`src/rtl/vme_pkg.sv`:
```
// Shared constants, register index map and FSM state type for the VME A16/D16 slave.
package vme_pkg;

    localparam logic [7:0] BASE_HI_DEF = 8'h7C;
    localparam logic [5:0] AM_A16_USER = 6'h29;
    localparam logic [5:0] AM_A16_SUP  = 6'h2D;

    localparam logic [3:0] REG_7C80 = 4'd0;
    localparam logic [3:0] REG_7C82 = 4'd1;
    localparam logic [3:0] REG_7C84 = 4'd2;
    localparam logic [3:0] REG_7C86 = 4'd3;
    localparam logic [3:0] REG_7C88 = 4'd4;
    localparam logic [3:0] REG_7C8A = 4'd5;
    localparam logic [3:0] REG_7C8C = 4'd6;
    localparam logic [3:0] REG_7C8E = 4'd7;
    localparam logic [3:0] REG_7C90 = 4'd8;
    localparam logic [3:0] REG_7C96 = 4'd9;
    localparam logic [3:0] REG_7CA0 = 4'd10;
    localparam logic [3:0] REG_7CA2 = 4'd11;
    localparam logic [3:0] REG_7CA4 = 4'd12;

    typedef enum logic [2:0] {
        ST_IDLE,
        ST_DECODE,
        ST_WAIT,
        ST_ACK,
        ST_ERR,
        ST_IGNORE,
        ST_RELEASE
    } vme_state_e;

    function automatic logic am_is_a16(input logic [5:0] am);
        return (am == AM_A16_USER) || (am == AM_A16_SUP);
    endfunction

endpackage

```
`src/rtl/vme_reg_map.sv`:
```
// Register page decode: low address byte to register index, with a mapped flag.
module vme_reg_map
    import vme_pkg::*;
(
    input  logic [7:0] off_i,
    output logic       mapped_o,
    output logic [3:0] idx_o
);

    always_comb begin
        mapped_o = 1'b1;
        idx_o    = REG_7C80;
        case (off_i)
            8'h80: idx_o = REG_7C80;
            8'h82: idx_o = REG_7C82;
            8'h84: idx_o = REG_7C84;
            8'h86: idx_o = REG_7C86;
            8'h88: idx_o = REG_7C88;
            8'h8A: idx_o = REG_7C8A;
            8'h8C: idx_o = REG_7C8C;
            8'h8E: idx_o = REG_7C8E;
            8'h90: idx_o = REG_7C90;
            8'h96: idx_o = REG_7C96;
            8'hA0: idx_o = REG_7CA0;
            8'hA2: idx_o = REG_7CA2;
            8'hA4: idx_o = REG_7CA4;
            default: mapped_o = 1'b0;
        endcase
    end

endmodule

```
`src/rtl/vme_slave_ctrl.sv`:
```
// VME A16/D16 slave cycle controller: strobe sync, decode, register strobes, DTACK*/BERR*.
//   state   | meaning
//   IDLE    | waiting for synced AS and any DS
//   DECODE  | one cycle: select/map check, issue REG_WR or REG_RD
//   WAIT    | access delay before DTACK, read data captured on exit
//   ACK     | DTACK* driven until DS released (or timeout)
//   ERR     | BERR* driven until DS released (or timeout)
//   IGNORE  | not ours or timed out; wait for AS release
//   RELEASE | bus released; wait for AS release before next cycle
module vme_slave_ctrl
    import vme_pkg::*;
#(
    parameter logic [7:0]  BASE_HI  = BASE_HI_DEF,
    parameter int unsigned WAIT_CYC = 2,
    parameter int unsigned TIMEOUT  = 255
) (
    input  logic        CLK,
    input  logic        RST,
    input  logic        AS_N,
    input  logic        DS0_N,
    input  logic        DS1_N,
    input  logic        WRITE_N,
    input  logic [5:0]  AM,
    input  logic [15:0] ADDR,
    input  logic [15:0] DATA_IN,
    output logic [15:0] DATA_OUT,
    output logic        DATA_OE,
    output logic        DTACK_N,
    output logic        BERR_N,
    output logic [3:0]  REG_IDX,
    output logic        REG_WR,
    output logic        REG_RD,
    output logic [15:0] REG_WDATA,
    input  logic [15:0] REG_RDATA,
    output logic        TIMEOUT_ERR
);

    vme_state_e  state_q, state_d;

    logic [1:0]  as_sync_q, ds0_sync_q, ds1_sync_q;
    logic        as_s, ds_any_s, ds_both_s;

    logic        write_n_q, sel_q, mapped_q;
    logic [3:0]  idx_q;
    logic [15:0] wdata_q, data_out_q;
    logic [7:0]  cnt_q;
    logic        to_err_q;

    logic        map_mapped;
    logic [3:0]  map_idx;
    logic        sel_live, go, wait_done, to_done;

    vme_reg_map u_map (
        .off_i    (ADDR[7:0]),
        .mapped_o (map_mapped),
        .idx_o    (map_idx)
    );

    assign as_s      = ~as_sync_q[1];
    assign ds_any_s  = ~ds0_sync_q[1] | ~ds1_sync_q[1];
    assign ds_both_s = ~ds0_sync_q[1] & ~ds1_sync_q[1];

    assign sel_live  = (ADDR[15:8] == BASE_HI) && (ADDR[7:6] == 2'b10) && am_is_a16(AM);
    assign go        = (state_q == ST_DECODE) && sel_q && mapped_q && ds_both_s;
    assign wait_done = cnt_q >= 8'(WAIT_CYC - 1);
    assign to_done   = cnt_q == 8'(TIMEOUT - 1);

    always_ff @(posedge CLK) begin
        if (RST) begin
            state_q <= ST_IDLE;
        end else begin
            state_q <= state_d;
        end
    end

    always_comb begin
        state_d = state_q;
        case (state_q)
            ST_IDLE: begin
                if (as_s && ds_any_s) state_d = ST_DECODE;
            end
            ST_DECODE: begin
                if (!sel_q)                       state_d = ST_IGNORE;
                else if (!mapped_q || !ds_both_s) state_d = ST_ERR;
                else                              state_d = ST_WAIT;
            end
            ST_WAIT: begin
                if (!as_s)          state_d = ST_IDLE;
                else if (wait_done) state_d = ST_ACK;
            end
            ST_ACK, ST_ERR: begin
                if (to_done)        state_d = ST_IGNORE;
                else if (!ds_any_s) state_d = ST_RELEASE;
            end
            ST_IGNORE, ST_RELEASE: begin
                if (!as_s) state_d = ST_IDLE;
            end
            default: state_d = ST_IDLE;
        endcase
    end

    always_comb begin
        DTACK_N = 1'b1;
        BERR_N  = 1'b1;
        DATA_OE = 1'b0;
        REG_WR  = 1'b0;
        REG_RD  = 1'b0;
        if (state_q == ST_ACK) begin
            DTACK_N = 1'b0;
            DATA_OE = write_n_q;
        end
        if (state_q == ST_ERR) BERR_N = 1'b0;
        if (go) begin
            REG_WR = ~write_n_q;
            REG_RD = write_n_q;
        end
    end

    // Single counter: access delay in WAIT, then timeout in ACK/ERR.
    always_ff @(posedge CLK) begin
        if (RST) begin
            as_sync_q  <= 2'b11;
            ds0_sync_q <= 2'b11;
            ds1_sync_q <= 2'b11;
            write_n_q  <= 1'b1;
            sel_q      <= 1'b0;
            mapped_q   <= 1'b0;
            idx_q      <= 4'd0;
            wdata_q    <= 16'd0;
            data_out_q <= 16'd0;
            cnt_q      <= 8'd0;
            to_err_q   <= 1'b0;
        end else begin
            as_sync_q  <= {as_sync_q[0], AS_N};
            ds0_sync_q <= {ds0_sync_q[0], DS0_N};
            ds1_sync_q <= {ds1_sync_q[0], DS1_N};
            to_err_q   <= 1'b0;
            case (state_q)
                ST_IDLE: begin
                    cnt_q <= 8'd0;
                    if (state_d == ST_DECODE) begin
                        write_n_q <= WRITE_N;
                        wdata_q   <= DATA_IN;
                        sel_q     <= sel_live;
                        mapped_q  <= map_mapped;
                        if (sel_live && map_mapped) idx_q <= map_idx;
                    end
                end
                ST_DECODE: begin
                    cnt_q <= go ? 8'd1 : 8'd0;
                end
                ST_WAIT: begin
                    if (state_d == ST_ACK) begin
                        cnt_q <= 8'd0;
                        if (write_n_q) data_out_q <= REG_RDATA;
                    end else begin
                        cnt_q <= cnt_q + 8'd1;
                    end
                end
                ST_ACK, ST_ERR: begin
                    if (to_done) begin
                        to_err_q <= 1'b1;
                        cnt_q    <= 8'd0;
                    end else begin
                        cnt_q <= cnt_q + 8'd1;
                    end
                end
                default: cnt_q <= 8'd0;
            endcase
        end
    end

    assign REG_IDX     = idx_q;
    assign REG_WDATA   = wdata_q;
    assign DATA_OUT    = data_out_q;
    assign TIMEOUT_ERR = to_err_q;

endmodule

```
`config.mk`:
```
export PLATFORM = sky130hd
export DESIGN_NAME = vme_slave_ctrl
export DESIGN_NICKNAME = d
export VERILOG_FILES = /design/src/rtl/vme_pkg.sv /design/src/rtl/vme_reg_map.sv /design/src/rtl/vme_slave_ctrl.sv
export SDC_FILE = /design/constraint.sdc
export NUM_CORES = 1
export LEC_CHECK = 0
export ABC_AREA = 0
export CORE_UTILIZATION = 45
export DETAILED_ROUTE_END_ITERATION = 8
export HOLD_SLACK_MARGIN = 0.02
export PLACE_DENSITY = 0.9
export SYNTH_ARGS = -nofsm -noshare
export SYNTH_HDL_FRONTEND = slang
export SYNTH_SLANG_ARGS = --single-unit
```
`constraint.sdc`:
```
create_clock -name CLK -period 6.2 [get_ports CLK]
set_clock_uncertainty 0.2 [all_clocks]
set_input_delay 0.93 -clock CLK [delete_from_list [all_inputs] [get_ports CLK]]
set_output_delay 0.93 -clock CLK [all_outputs]
set_load 0.01 [all_outputs]
```
==> impl_metrics.toml <==
[pwr]
p_clk_frac = 0.429
power_frac_seq = 0.478
pwr-share-comb = 0.093
ir_worst_vdd_mv = 0.148
p_switching_uw = 181
p_int_uw = 599
swShare = 0.232
leakagePower_nw = 1.33
powerDensity_nw_per_um2 = 208

[synth]
ys_async_sr_fraction = 0
syn-num-nets = 368
yosysUniqueCellTypes = 45
synth_warnings = 0
synth.largest_area_cell = "dfxtp_1"
synth.top_cells.by_area = "dfxtp_1 (45%), nand2_1 (12%), mux2i_1 (7.5%)"
synth_cells = 304
synth_seq_cells = 57
syn-cell-area_um2 = 2540
yosysTopAreaCellShare = 0.449
synthFlopType = "dfxtp_1"
avgSynthCellArea_um2 = 8.36
synth-edff-count = 0
seq_area_frac_synth = 0.449

[timing]
setup_violations = 0
relSlewSlack = 0.287
min_period_ns = 3.36
max_freq_mhz = 298
hold_viol = 0
min_period_over_period = 0.542
setup_tns_ns = 0
report.final.slew_viol_count = 0
tightest_slew_ns = 1.07
finalWorstSetupSlack_ns = 2.84
grt_setup_unrepaired = "false"

[detailed_routing]
wl_um = 6680
drt_iter0_drc = 136
post_drt_via_cell_ratio = 5.27
wire_per_inst_um = 14.1
dr.pass1.iters = 4
via_count = 2499
ant_nets = 0
drc = 0

[placed_design]
pre_cts_ws_ns = 2.55
placed_area_um2 = 3560
dp_hpwl_um = 4610
numPortBuffers = 100
gp_congestion = 0.844

[layout]
nets = 463
diodes = 0
area_growth_pct = 47.4
fill_cells = 429
finish.utilization = 0.710
mostFrequentLayoutCells = "clkdlybuf4s50_1 (100), nand2_1 (79), dfxtp_1 (57), a21oi_1 (26)"
fin_area_um2 = 3740
drive_above_1_share = 0.0693
final_common_cell = "clkdlybuf4s50_1"

[setup_path]
worstSetupEndpointType = "output pin"
cp_slowest_cell = "clkdlybuf4s50_1"
cp_max_fo = 10
cpPeakStageDelay_ns = 0.57
crit_arrival_ns = 2.23
crit_required_ns = 5.07
startpoint_type = "flop"
crit_type = "flop to output pin"
crit_path_cell_trace = "nor2b_1 > or3b_2 > nor2_1 > clkdlybuf4s50_1"

[floorplanning]
fp.dieH_um = 77.1
ios = 102
row_count = 26
die_area_um2 = 5950
die_x_um = 77.1
core_um2 = 5270
initial_core_util = 0.482

[global_routing]
grt_max_degree = 40
grt_pass1_wl_um = 11200
grt_overflow = 0
track_usage = 0.237
grt_pass1_vias = 2449
antenna_found_initial = 0

[clock_network]
cts-root-buf = "clkbuf_8"
cts_tree = "built"
cts_buffer_depth = 2
clk_latency_ns = 0.33
numCtsBuffers = 9
cts_sinks = 57
post_cts_buffers = 0
cts_resized = 0
htree_levels = 3
hold_buffers = 0
clk_pin_slew_worst_paths_ns = 0.06

[run]
cap_violations = 0

[worst_hold_path]
hold_path_class = "flop to flop"

[outcome]
outcome = "finished, final reports clean"
==> cells in the mapped netlist, types with 5 or more instances <==
| master | n |
|---|---|
| or2_2 | 7 |
| mux2i_1 | 19 |
| nand3_1 | 9 |
| inv_1 | 6 |
| nor2_1 | 19 |
| a21oi_1 | 26 |
| nand2_1 | 79 |
| and2_1 | 5 |
| dfxtp_1 | 57 |
| clkbuf_1 | 10 |
==> critical path: cells and delay by family (launching register included) <==
family,cells,cell delay (ns)
buffers and inverters,1,0.57
and+or+nand+nor,3,0.81
DFF,1,0.52
==> metrics by stage <==
stage	cells	hold slack, ns	power (mW)
floorplan	304	0.189	0.406
global placement	458	0.192	0.450
detailed placement	458	0.194	0.452
CTS	474	0.210	0.781
global route	474	0.244	0.809
finish	474	0.209	0.780
==> flip-flops by register name, indices dropped and copies added (netlist names) <==
signal / count
mapped_q: 1
write_n_q: 1
as_sync_q: 2
ds1_sync_q: 2
TIMEOUT_ERR: 1
sel_q: 1
REG_IDX: 4
DATA_OUT: 16
cnt_q: 8
ds0_sync_q: 2
REG_WDATA: 16
state_q: 3
==> layout make-up <==
type	count	area (um2)	share of cell area
clock buffer	11	131	0.0351
inverter	6	22.5	0.00602
tap	70	87.6	0.0234
timing repair buffer	100	1000	0.267
multi-input combinational	225	1300	0.348
sequential	57	1140	0.305
clock inverter	5	56.3	0.0150
==> kinds of logic after synthesis <==
logic type	after synthesis	synth area share
buf+inv	22	0.0374
simple gates	150	0.284
fa+ha+maj	4	0.0197
mux	19	0.0749
compound gates	44	0.107
flops	57	0.449
xor+xnor	8	0.0276
==> per-layer routing <==
| layer | global-route usage | share of wire | up-vias |
|---|---|---|---|
| li1 | - | - | 1221 |
| met1 | 0.266 | 0.39 | 1157 |
| met2 | 0.413 | 0.53 | 100 |
| met3 | 0.0571 | 0.058 | 21 |
| met4 | 0.123 | 0.027 | 0 |
| met5 | 0 | 0 | - |
==> power by group through the flow <==
stage	Sequential, mW	Combinational [mW]	Clock, mW
after detailed placement	0.381	0.0707	0
after global placement	0.381	0.0690	0
after CTS	0.373	0.0718	0.336
after global routing	0.373	0.0778	0.358
final	0.373	0.0722	0.335
after floorplan	0.380	0.0257	0
==> path summary, 6_finish.rpt <==
check | startpoint | endpoint | slack [ns] | cells past startpoint
min | ds0_sync_q[0] | ds0_sync_q[1] | 0.21 | 1
max reg2reg | state_q[2] | DATA_OUT[14] | 3.49 | 5
min reg2reg | ds0_sync_q[0] | ds0_sync_q[1] | 0.21 | 1
max | state_q[0] | REG_WR | 2.84 | 4
(Power assumes the default switching activity.)
